<file path="config.mk">
export PLATFORM = sky130hd
export DESIGN_NAME = fsm_arbiter
export DESIGN_NICKNAME = d
export VERILOG_FILES = /design/src/rtl/fsm_arbiter.sv
export SDC_FILE = /design/constraint.sdc
export NUM_CORES = 1
export LEC_CHECK = 0
export CORE_MARGIN = 10
export CORE_UTILIZATION = 40
export CTS_BUF_LIST = sky130_fd_sc_hd__clkbuf_4 sky130_fd_sc_hd__clkbuf_8
export DETAILED_ROUTE_END_ITERATION = 8
export PLACE_DENSITY_LB_ADDON = 0.2
export SETUP_SLACK_MARGIN = 0.1
export SYNTH_ARGS = -nofsm -noshare
export SYNTH_HDL_FRONTEND = slang
export SYNTH_SLANG_ARGS = --single-unit
</file>
<file path="constraint.sdc">
create_clock -name clock -period 2.01 [get_ports clock]
set_clock_uncertainty 0.05 [all_clocks]
set_input_delay 0.3015 -clock clock [delete_from_list [all_inputs] [get_ports clock]]
set_output_delay 0.3015 -clock clock [all_outputs]
set_load 0.1 [all_outputs]
</file>
<file path="src/rtl/fsm_arbiter.sv">
// rtl/fsm_arbiter.sv - round-robin burst scheduler sharing one fsm datapath among requesters
module fsm_arbiter #(
    parameter int N_REQ = 4,
    parameter int LEN_W = 4
) (
    input  logic                     clock,
    input  logic                     reset,
    input  logic [N_REQ-1:0]         req,
    input  logic [N_REQ*LEN_W-1:0]   req_len,
    input  logic [N_REQ*7-1:0]       req_cond,
    input  logic                     hold,
    output logic [N_REQ-1:0]         gnt,
    output logic [N_REQ-1:0]         done,
    output logic [2:0]               rsp_y,
    output logic                     busy,
    output logic                     fsm_en,
    output logic [6:0]               fsm_i,
    input  logic [2:0]               fsm_y
);

    localparam int IDX_W = (N_REQ > 1) ? $clog2(N_REQ) : 1;
    localparam int SUM_W = IDX_W + 1;

    typedef enum logic [1:0] {
        S_IDLE   = 2'd0,
        S_RUN    = 2'd1,
        S_SETTLE = 2'd2,
        S_DONE   = 2'd3
    } state_t;

    state_t             state;
    logic [IDX_W-1:0]   ptr;
    logic [IDX_W-1:0]   owner;
    logic [LEN_W-1:0]   cnt;
    logic [6:0]         cond;

    logic [SUM_W-1:0]   sum;
    logic               win_found;
    logic [IDX_W-1:0]   win_idx;
    logic [LEN_W-1:0]   win_len;
    logic [LEN_W-1:0]   load_len;
    logic [6:0]         win_cond;
    logic [N_REQ-1:0]   win_oh;
    logic [N_REQ-1:0]   owner_oh;

    // Pick the first requester at or after ptr, wrapping; later (lower-offset) hits override earlier ones
    always_comb begin
        sum       = '0;
        win_found = 1'b0;
        win_idx   = '0;
        for (int i = N_REQ - 1; i >= 0; i--) begin
            sum = {1'b0, ptr} + SUM_W'(i);
            if (sum >= SUM_W'(N_REQ)) begin
                sum = sum - SUM_W'(N_REQ);
            end
            if (req[sum[IDX_W-1:0]]) begin
                win_idx   = sum[IDX_W-1:0];
                win_found = 1'b1;
            end
        end
        win_len  = req_len[win_idx*LEN_W +: LEN_W];
        win_cond = req_cond[win_idx*7 +: 7];
        load_len = (win_len == '0) ? LEN_W'(1) : win_len;
        win_oh   = {{(N_REQ-1){1'b0}}, 1'b1} << win_idx;
        owner_oh = {{(N_REQ-1){1'b0}}, 1'b1} << owner;
    end

    // The only combinational path to the fsm: hold gates the enable while a burst runs
    assign fsm_en = (state == S_RUN) && !hold;

    // Burst sequencing with registered grant, done, response and condition outputs
    always_ff @(posedge clock or posedge reset) begin
        if (reset) begin
            state <= S_IDLE;
            ptr   <= '0;
            owner <= '0;
            cnt   <= '0;
            cond  <= '0;
            gnt   <= '0;
            done  <= '0;
            rsp_y <= '0;
            busy  <= 1'b0;
            fsm_i <= '0;
        end else begin
            case (state)
                S_IDLE: begin
                    if (win_found) begin
                        owner <= win_idx;
                        cnt   <= load_len;
                        cond  <= win_cond;
                        gnt   <= win_oh;
                        fsm_i <= win_cond;
                        busy  <= 1'b1;
                        state <= S_RUN;
                    end
                end
                S_RUN: begin
                    if (!hold) begin
                        cnt <= cnt - 1'b1;
                        if (cnt == LEN_W'(1)) begin
                            fsm_i <= '0;
                            state <= S_SETTLE;
                        end
                    end
                end
                S_SETTLE: begin
                    rsp_y <= fsm_y;
                    done  <= owner_oh;
                    state <= S_DONE;
                end
                S_DONE: begin
                    done  <= '0;
                    gnt   <= '0;
                    busy  <= 1'b0;
                    ptr   <= (owner == IDX_W'(N_REQ - 1)) ? '0 : owner + 1'b1;
                    state <= S_IDLE;
                end
                default: begin
                    state <= S_IDLE;
                end
            endcase
        end
    end

endmodule

</file>
# Word-level counts from Yosys, hierarchy flattened
# Index checks and enable logic that the tools add are counted.
[word_totals] input_bits=54 wordCells=89 register_bits=29
[op_classes] n_addsub=9 n_reduce_logical=12 n_shift=4 n_mul=1 order_cmp=8 muxes=38 eq_ne=8
[ops] op="$shiftx A28 B6 Y7" count=1
[ops] op="$mux W2" count=12
[ops] op="$pmux W4 S2" count=3
[ops] op="$mux W7" count=3
[ops] op="$mux W4" count=4
[ops] op="$shiftx A16 B5 Y4" count=1
[ops] op="$pmux W7 S2" count=1
[ops] op="$lt A2 B3 Y1 const B" count=4
[ops] op="$ge A3 B3 Y1 const B" count=3
[ops] op="$mux W1" count=9
[ops] op="$bmux W1 S2" count=4
[ops] op="$pmux W2 S4" count=1
[ops] op="$shl A1 B2 Y4 const A" count=2
[ops] op="$sub A2 B1 Y2 const B" count=4
[ops] op="$add A2 B2 Y3 const B" count=2
[ops] op="$eq A2 B2 Y1 const B" count=3
[ops] op="$reduce_and A3 Y1" count=2
[ops] op="$reduce_bool A2 Y1" count=3
[ops] op="$mul A2 B3 Y5 const B" count=1
[ops] op="$eq A4 B1 Y1 const B" count=1
[ops] op="$logic_not A4 Y1" count=1
[ops] op="$ne A2 B2 Y1 const B" count=2
[ops] op="$reduce_and A2 Y1" count=2
[ops] op="$reduce_and A4 Y1" count=1
[ops] op="other kinds (10)" count=10

# Longest topological paths before layout
# Gate-level depths: netlist of run 1.
[depth] ltp_word=14 mapped_depth=8 ltp_nobuf=7

# Worst setup path before layout of run 1
# OpenSTA, ideal clock, no wires.
[synth_timing] kind="register to output" start="register state[1]" end="output fsm_en" arrival_time_ps=2176 path_stages_with_launch=6 path_slack_ps=-517 path_buffers=1 cell_sequence="dfrtp_1 > inv_1 > ha_1 > clkbuf_1 > inv_1 > nor2_1"
[synth_via] elab_chain_cells=2
[synth_lines] item="start: declaration" line="31" rtl="state_t state;"
[synth_lines] item="start signal: assignment" line="74" rtl="state <= S_IDLE;"
[synth_lines] item="start signal: assignment" line="94" rtl="state <= S_RUN;"
[synth_lines] item="start signal: assignment" line="102" rtl="state <= S_SETTLE;"
[synth_lines] item="$eq A2 B1 Y1" line="69" rtl="assign fsm_en = (state == S_RUN) && !hold;"
[synth_lines] item="$logic_and A1 B1 Y1" line="69"
[synth_lines] item="end: declaration" line="16" rtl="output logic fsm_en,"
# Every way passes these cells.

# Final worst setup path of run 1
[layout_timing] start="input req[3]" end="register cnt[0]"
[layout_via] elab_chain_cells=11
[layout_lines] item="start: declaration" line="8" rtl="input logic [N_REQ-1:0] req,"
[layout_lines] item="$bmux W1 S2" line="56" rtl="if (req[sum[IDX_W-1:0]]) begin"
[layout_lines] item="$mux W1 (not written as such)" line="56"
[layout_lines] item="$mux W2 (4 in a row)" line="56"
[layout_lines] item="$shiftx A16 B5 Y4" line="61" rtl="win_len = req_len[win_idx*LEN_W +: LEN_W];"
[layout_lines] item="$logic_not A4 Y1" line="63" rtl="load_len = (win_len == '0) ? LEN_W'(1) : win_len;"
[layout_lines] item="$mux W4" line="63"
[layout_lines] item="$mux W4" line="87" rtl="if (win_found) begin"
[layout_lines] item="$pmux W4 S2" line="85" rtl="case (state)"
[layout_lines] item="end signal: assignment" line="89" rtl="cnt <= load_len;"
[layout_lines] item="end signal: assignment" line="99" rtl="cnt <= cnt - 1'b1;"
[layout_lines] item="end: declaration" line="34" rtl="logic [LEN_W-1:0] cnt;"
# Parallel ways exist; a longest one is shown, timed or not. The select of a mux whose other input is x is not followed.
# A chain may end at the register's enable or synchronous reset.

==> results of run 1 <==
[through the flow]
stage	hold slack, ns	worst slack [ns]	power [µW]	TNS, ns	utilization [%]
after floorplan	0.3295	0.06519	3557	0	-
after global placement	0.4232	-0.3329	4452	-2.754	62.56
after detailed placement	0.4365	-0.3900	4482	-3.166	62.56
after CTS	0.3604	-0.03333	5220	-0.03333	65.98
after global routing	0.4156	-0.1317	5711	-0.2306	67.99
final	0.3460	-0.06663	5406	-0.1264	67.99
[what timing repair did]
item / 4_1_cts / 5_1_grt
endpoints found under the setup margin: 11 / 14
resized for setup: 8 / 15
pin swaps: 5 / 5
buffers inserted: 3 / 4
[worst min-delay path, delay by kind of cell]
kind | cells | cell delay [ns]
buffers and inverters | 3 | 0.80
[sequential cells by signal, summed over array words and instances, names as in the netlist]
name / cells
ptr: 2
done: 4
busy: 1
gnt: 4
state: 2
fsm_i: 7
rsp_y: 3
owner: 2
cnt: 4
[path summary, 6_finish.rpt]
check	slack [ns]	endpoint	from
min in group clock	0.46	busy	busy
min reg2reg	0.46	busy	busy
min	0.35	gnt[2]	reset
max	-0.07	cnt[0]	req[3]
max reg2reg	-0.02	cnt[0]	ptr[1]
max in group asynchronous	1.26	ptr[1]	reset
[layer usage]
metal	share of wire [%]	vias up	track usage (%)	wire, µm
li1	-	801	-	-
met1	41	807	15.66	2218
met2	52	37	22.58	2821
met3	6.1	8	5.431	330
met4	1.4	0	4.348	79
met5	0	-	0	0
[cells in the mapped netlist, types with 2 or more instances]
cell type	count
mux4_2	3
nor4_1	2
nand2b_1	2
o21ai_0	9
nor3_1	2
mux2i_1	29
dfrtp_1	29
a22o_1	8
buf_2	2
nand2_1	13
inv_1	11
ha_1	10
mux2_2	6
a21oi_1	6
nor2_1	14
clkbuf_1	5
nor2b_1	2
[kinds of logic (layout without fill, tap and decap cells)]
| family | count (synthesis) | after routing |
|---|---|---|
| simple gates | 37 | 37 |
| flops | 29 | 29 |
| compound gates | 35 | 35 |
| fa+ha+maj | 10 | 10 |
| mux | 38 | 38 |
| buf+inv | 19 | 121 |
| xor+xnor | 2 | 2 |
[final cells by class]
type	instances	area [µm²]	share of cell area (%)
timing repair buffer	102	930.9	31.45
clock inverter	1	30.03	1.014
clock buffer	7	90.09	3.043
inverter	11	41.29	1.395
tap	52	65.06	2.198
multi-input combinational	122	1076	36.35
sequential	29	726.9	24.56
[report_power, final]
part	internal, µW	leakage [µW]	total (µW)	switching (µW)
Sequential	869	0.000361	1050	185
Clock	417	0.0000619	652	235
Combinational	1320	0.000944	3700	2380
Total	2610	0.00137	5410	2800
==> impl_summary.md, run 1 <==
Run status
The run finished, with violations left. The checks that failed: negative setup slack.

Yosys
When the netlist entered floorplanning its net count stood at between 200 and 250. Synthesis inferred 29 register bits. The main combinational cell family by area after synthesis is multiplexers. Yosys mapped a number of flops with a built-in enable equal to 0. Of all flip-flops after synthesis, the portion carrying an async set or reset was 100.0%. Of the total synthesized cell area, the portion taken by AND, OR, NAND and NOR gates is under 10%. The gate count of the mapped netlist is 170.

Summing the areas of all compound-gate instances in the mapped netlist gives ~15% of the synthesized area. Summing every instance area after synthesis gives between 0.0015 and 0.002 mm². The prevailing post-synth register cell is dfrtp_1. Sequential elements use approximately two fifths of the synthesized area. The number of warnings issued by yosys is 0.

The average cell area after synthesis is 10.61 µm². The fraction of synthesized area in multiplexers is 23.58%. The synthesized netlist devotes 6.935% of its cell area to adder and majority cells. Of all cell types, the one taking the most synthesized area is dfrtp_1. Sorting the synthesized cells by area gives the leading types as dfrtp_1 40%, mux2i_1 16%, ha_1 6.9%.

Of the total synthesized cell area, the portion taken by XOR and XNOR cells is 0.9709%. The share of the synthesized area in the top cell type is between 40% and 50%. The netlist uses 34 different library cells.

Clock network
Clock latency on the worst-skew pair, taken at its later pin, is approximately 0.28 ns. The clock net in this run drives a total of 29 sinks. The clock root buffer master is clkbuf_8. TritonCTS created 5 clock buffers. The H-tree depth reported by CTS is 2. Clock-pin slew was measured on the worst setup and hold paths at 0.06 ns. The clock passes through at most 2 buffers. The CTS tree is yes. Hold repair after CTS inserted 0 buffers.

Setup path
The data required time at the worst endpoint is roughly 2.2 ns. At the worst endpoint, the arrival time is approximately 2.3 ns. Among all stages on the critical path, the largest delay is contributed by clkdlybuf4s50_1.

The number of logic stages on the critical path including buffering is 8. The number of cells on the worst reg-to-reg path is 7. The capturing element type of the critical path is a register. The signal on the critical path passes through clkdlybuf4s50_1 -> buf_4 -> inv_2 -> a311oi_4 -> buf_12 -> mux4_2 -> nor4_4 -> a221o_1. STA classifies the critical path startpoint as an input pin. The setup path with the least slack is of type in2reg.

Together, buffers and inverters on the worst path number 4. The gate family responsible for the most delay along the worst path is buffers and inverters. Of all nets on the critical path, the largest fanout is 6. On the worst path, the slowest cell contributes a delay of 0.48 ns.

Floorplanning
The overall die width is slightly below 90 µm. The floorplan has 24 rows. The top-level I/O count is 74. The initial utilization of the core area, before any placement, comes to 41.44%. Measured along the y axis, the die boundary spans between 80 and 90 µm. The floorplan step defined a die boundary enclosing between 0.007 and 0.008 mm². The placeable core area is around 0.0044 mm².

Route
The post-route antenna net violation count is 0. The count of vias placed by the detailed router is ~1700. In the routed design, unresolved DRC markers number 0. Using the TritonRoute via totals, the vias-per-cell ratio works out to 5.102. The detailed-routing iteration count for the pre-antenna-repair pass is 4.

After detailed routing, the average wire length per cell comes to roughly 17 µm. After detailed routing, the total wire length is 5450 µm. The number of DRC markers after the initial detailed-route iteration is between 50 and 60.

Finish
After routing the design area is 0.002960 mm². Of the cells placed in the final design, the portion with a size suffix greater than 1 is 31.25%. The top cell types in the final layout, fill and taps aside, are 50 x clkdlybuf4s50_1, 44 x buf_4, 29 x mux2i_1. The total of fill cells in the finished design is 334. The leading cell type in the layout, fill and taps excluded is clkdlybuf4s50_1. The antenna diode count is 0. The layout overhead on the synthesized area is 64.08%. The final cell count without fillers is around 320.

The number of nets in the layout is roughly 340.

Pwr
The leakage dissipation is between 0.001 and 0.0015 µW. The power per cell area is 1826 mW/mm². The largest voltage drop on the vdd net is approximately 0.0011 V.

STA
Setup violations remaining at the end of the flow were counted as 2. The number of max-slew violations in the final report was 0. The final number of hold-violating endpoints was 0. The peak clock frequency supported by timing is 481.5 MHz. The post-route fraction of the period consumed by the critical path is 103.3%. The final setup slack of the worst path is -0.06663 ns. Setup repair after global routing could not meet its margin everywhere. The worst slew margin relative to its limit is 68.31%. For the pin with the worst max-slew slack, the measured transition is approximately 0.47 ns.

The shortest clock period the worst path allows after layout is 2.077 ns.

Place
The HPWL after detailed placement is ~4000 µm. Including well taps, the total number of placed cells is between 300 and 400. The area of placed instances is 0.002724 mm².

The quantity of I/O buffers inserted on ports is 73. The routability congestion estimate from global placement is 0.7507.

Global route
The largest net degree at the start of global routing is 30. The via count of the first global-routing pass is roughly 1700. The residual overflow from global routing is 0. The initial antenna violation count is 0.

The first global-routing pass estimated approximately 8300 µm of wire. Global routing consumed, over all layers together, between 10% and 20% of the routing resources.

Job
Across the run, the number of max-cap violations was 0.

Min path
The tightest min-delay check is of the in2async type.
(Power assumes the default switching activity.)
==> run 2: changes to the inputs <==
--- a/config.mk
+++ b/config.mk
@@ -5,11 +5,11 @@
 export SDC_FILE = /design/constraint.sdc
 export NUM_CORES = 1
 export LEC_CHECK = 0
-export CORE_MARGIN = 10
 export CORE_UTILIZATION = 40
 export CTS_BUF_LIST = sky130_fd_sc_hd__clkbuf_4 sky130_fd_sc_hd__clkbuf_8
 export DETAILED_ROUTE_END_ITERATION = 8
-export PLACE_DENSITY_LB_ADDON = 0.2
+export GPL_ROUTABILITY_DRIVEN = 0
+export PLACE_DENSITY = 0.78
 export SETUP_SLACK_MARGIN = 0.1
 export SYNTH_ARGS = -nofsm -noshare
 export SYNTH_HDL_FRONTEND = slang
==> run 2 against run 1 <==
  * The flow now finishes without violations
  * Global-route usage increased by 5.6 points
  * First-iteration DRC count decreased by 19%
  * Clock-buffer cell count unchanged
  * Register-to-register slack improved by 0.02 ns
  * Power decreased by 3.0%
  * Highest routed layer unchanged
  * Clock power decreased by 2%
  * Design area decreased by 2.7%
  * Sequential power about the same
==> impl_summary.md, run 2 (same netlist as run 1, synthesis figures left out) <==
Place
The area of placed instances is 0.002681 mm². Input and output buffers added on the ports amount to 73. Counting tap cells, the placed design contains a total of between 300 and 400 instances. Once detailed placement completed, the half-perimeter wirelength came to 3343 µm.

Finish
Counting flops per register, the top entry is fsm_i. The final cell count without fillers is roughly 320. The leading cell type in the layout, fill and taps excluded is clkdlybuf4s50_1.

The share of cells above drive strength 1 is 27.82%. The library cells used most frequently in the layout, excluding fill and tap cells, are 49 x clkdlybuf4s50_1, 39 x buf_4, 29 x mux2i_1. From synthesis to final layout, the design area changed by 59.57%. The number of nets in the layout is ~330. The flip-flop count of the largest register after layout is 7. The post-route cell area is 0.002879 mm². The repair_antennas step left the layout with diodes totalling 0.

Pwr
The portion of total power attributed to combinational logic is approximately two thirds. The total power consumption of the routed design is around 5200 µW. Of the total power, the share spent switching nets is about half.

The leakage dissipation is around 0.0013 µW. Dividing total power by cell area gives a power density of 1820 mW/mm². The clock share of power is 12.3%.

Summed over all nets, the switching power comes to between 2000 and 3000 µW. The cell internal power dissipation is 2546 µW. The largest voltage drop on the vdd net is 0.0008851 V. Per report_power, the sequential group accounts for 20.1% of the total.

Job
The number of max-capacitance violations reported is 0.

STA
In this run the tightest slew margin relative to its limit is approximately two thirds. The post-route fraction of the period consumed by the critical path is between 90% and 100%. Subtracting the final worst setup slack from the clock period gives ~2.0 ns.

Setup repair after global routing could not meet its margin everywhere. Setup violations remaining at the end of the flow were counted as 0. The transition time at the pin with the least slew margin is around 0.48 ns. The number of max-slew violations in the final report is 0. Based on the critical path, the design can be clocked at up to approximately 500 MHz.

The final number of hold-violating endpoints is 0.

Clock network
The H-tree depth reported by CTS is 2. After clock tree synthesis, the clock-pin slew on the worst setup and hold paths is around 0.07 ns. At the later pin of the worst-skew pair, clock insertion delay measures about 0.28 ns. The total clock buffers created by CTS is 5. The worst-case clock buffer depth is 2. The CTS tree is yes. CTS saw 29 sinks. The cell sitting at the root of the clock tree is a clkbuf_8.

Global route
The wire length of the first global-routing pass is between 7000 and 8000 µm. Entering global routing, the biggest net connects 30 pins. The initial antenna violation count was 0. The overall global routing resource usage is 19.21%. The residual overflow from global routing is 0.

The via count of the first global-routing pass is about 1600.

Floorplanning
The standard-cell row count is 24. The placeable core area is between 0.004 and 0.005 mm². The die is between 60 and 70 µm wide. The height of the chip is just under 70 µm. The die covers 0.004783 mm². between 70 and 80 I/O pins were placed. For this configuration, the core starts out at a cell density of 41.44%.

Route
The highest routing layer actually used is met4. Detailed routing placed a total of around 180 µm of wire on met3. The number of DRC markers after the initial detailed-route iteration is 43. The detailed-routed wire length on met2 is roughly 2300 µm. The length of routed wiring on met1 is 1953 µm. Detailed routing inserted a total of approximately 1600 vias. The sum of routed wire length over all layers is 4554 µm. Using the TritonRoute via totals, the vias-per-cell ratio works out to 5.176. The residual DRC count is 0.

In the final routed layout, each cell accounts on average for 14.32 µm. Before antenna repair, the detailed router went through 4 iterations. The detail route stage leaves a number of antenna-violating nets equal to 0.

Setup path
Of all nets on the critical path, the largest fanout is 6. For the worst setup path, the data required time is 2.18 ns. The type of the worst setup path is reg2reg.

The worst setup path is launched from a register. The arrival time of the worst setup path is around 2.2 ns. STA classifies the critical path endpoint as a register.

Min path
The min-delay analysis places its worst path in the category in2async.

Run status
The flow ran to the end, and the final reports show no timing, DRC or antenna violations.
==> run 2: cell types whose count changed in the layout (fill, tap and decap cells not counted), moves of 2 or more <==
cell / previous run / this run
a21oi_1: 3 / 5
a21oi_2: 4 / 2
buf_4: 44 / 39
ha_2: 0 / 2
inv_1: 8 / 11
inv_2: 3 / 0
==> run 2: power by group through the flow <==
stage / Sequential [µW] / Combinational (µW) / Clock, µW
2_1_floorplan: 2240 / 1320 / 0
3_3_place_gp: 1050 / 3360 / 0
3_5_place_dp: 1060 / 3390 / 0
4_1_cts: 1050 / 3470 / 655
5_1_grt: 1090 / 3740 / 683
6_report: 1050 / 3550 / 642
==> run 2: final timing paths <==
kind | start | endpoint | slack (ns) | depth (start not counted)
min | reset | done[2] | 0.37 | 3
max | ptr[1] | cnt[0] | 0.003 | 7
min reg2reg | busy | busy | 0.46 | 1
max in group asynchronous | reset | ptr[1] | 1.24 | 3
max reg2reg | ptr[1] | cnt[0] | 0.003 | 7
min in group clock | busy | busy | 0.46 | 1
==> run 2: timing repair <==
action | CTS | global route
resized for setup | 7 | 9
cloned | 0 | 0
endpoints found under the hold margin | 0 | 0
hold buffers | 0 | 0
buffers inserted | 2 | 2
pin swaps | 3 | 2
setup endpoints to repair | 12 | 14
==> run 2: metrics by stage <==
step                      hold WS [ns]  utilization, %  TNS (ns)  setup slack (ns)
after detailed placement        0.4328           61.58    -3.329           -0.4147
after global routing            0.4147           66.12   -0.1659           -0.1054
after global placement          0.4335           61.58    -2.584           -0.3529
after floorplan                 0.3295               -         0           0.06519
final                           0.3738           66.12         0          0.003335
after CTS                       0.3810           64.97  -0.05459          -0.04925
==> run 2: final cells by class <==
cell class / count / area, µm²
Fill cell: 346 / 1475
Multi-Input combinational cell: 122 / 1050
Timing Repair Buffer: 96 / 875.8
Sequential cell: 29 / 726.9
Clock buffer: 7 / 90.09
Tap cell: 52 / 65.06
Inverter: 11 / 41.29
Clock inverter: 1 / 30.03
==> run 2: layer usage <==
layer,vias to the layer above,GRT usage [%]
met5,-,0
met1,801,23.40
met4,0,8.390
met3,9,4.386
li1,797,-
met2,39,32.36
==> run 2: critical path: stages (launching register included) <==
cell and delay (ns):
dfrtp_2 0.40, mux2i_1 0.24, nor2_1 0.09, a311oi_4 0.22, buf_6 0.16, mux4_2 0.34, nor4_4 0.30, a221o_1 0.14
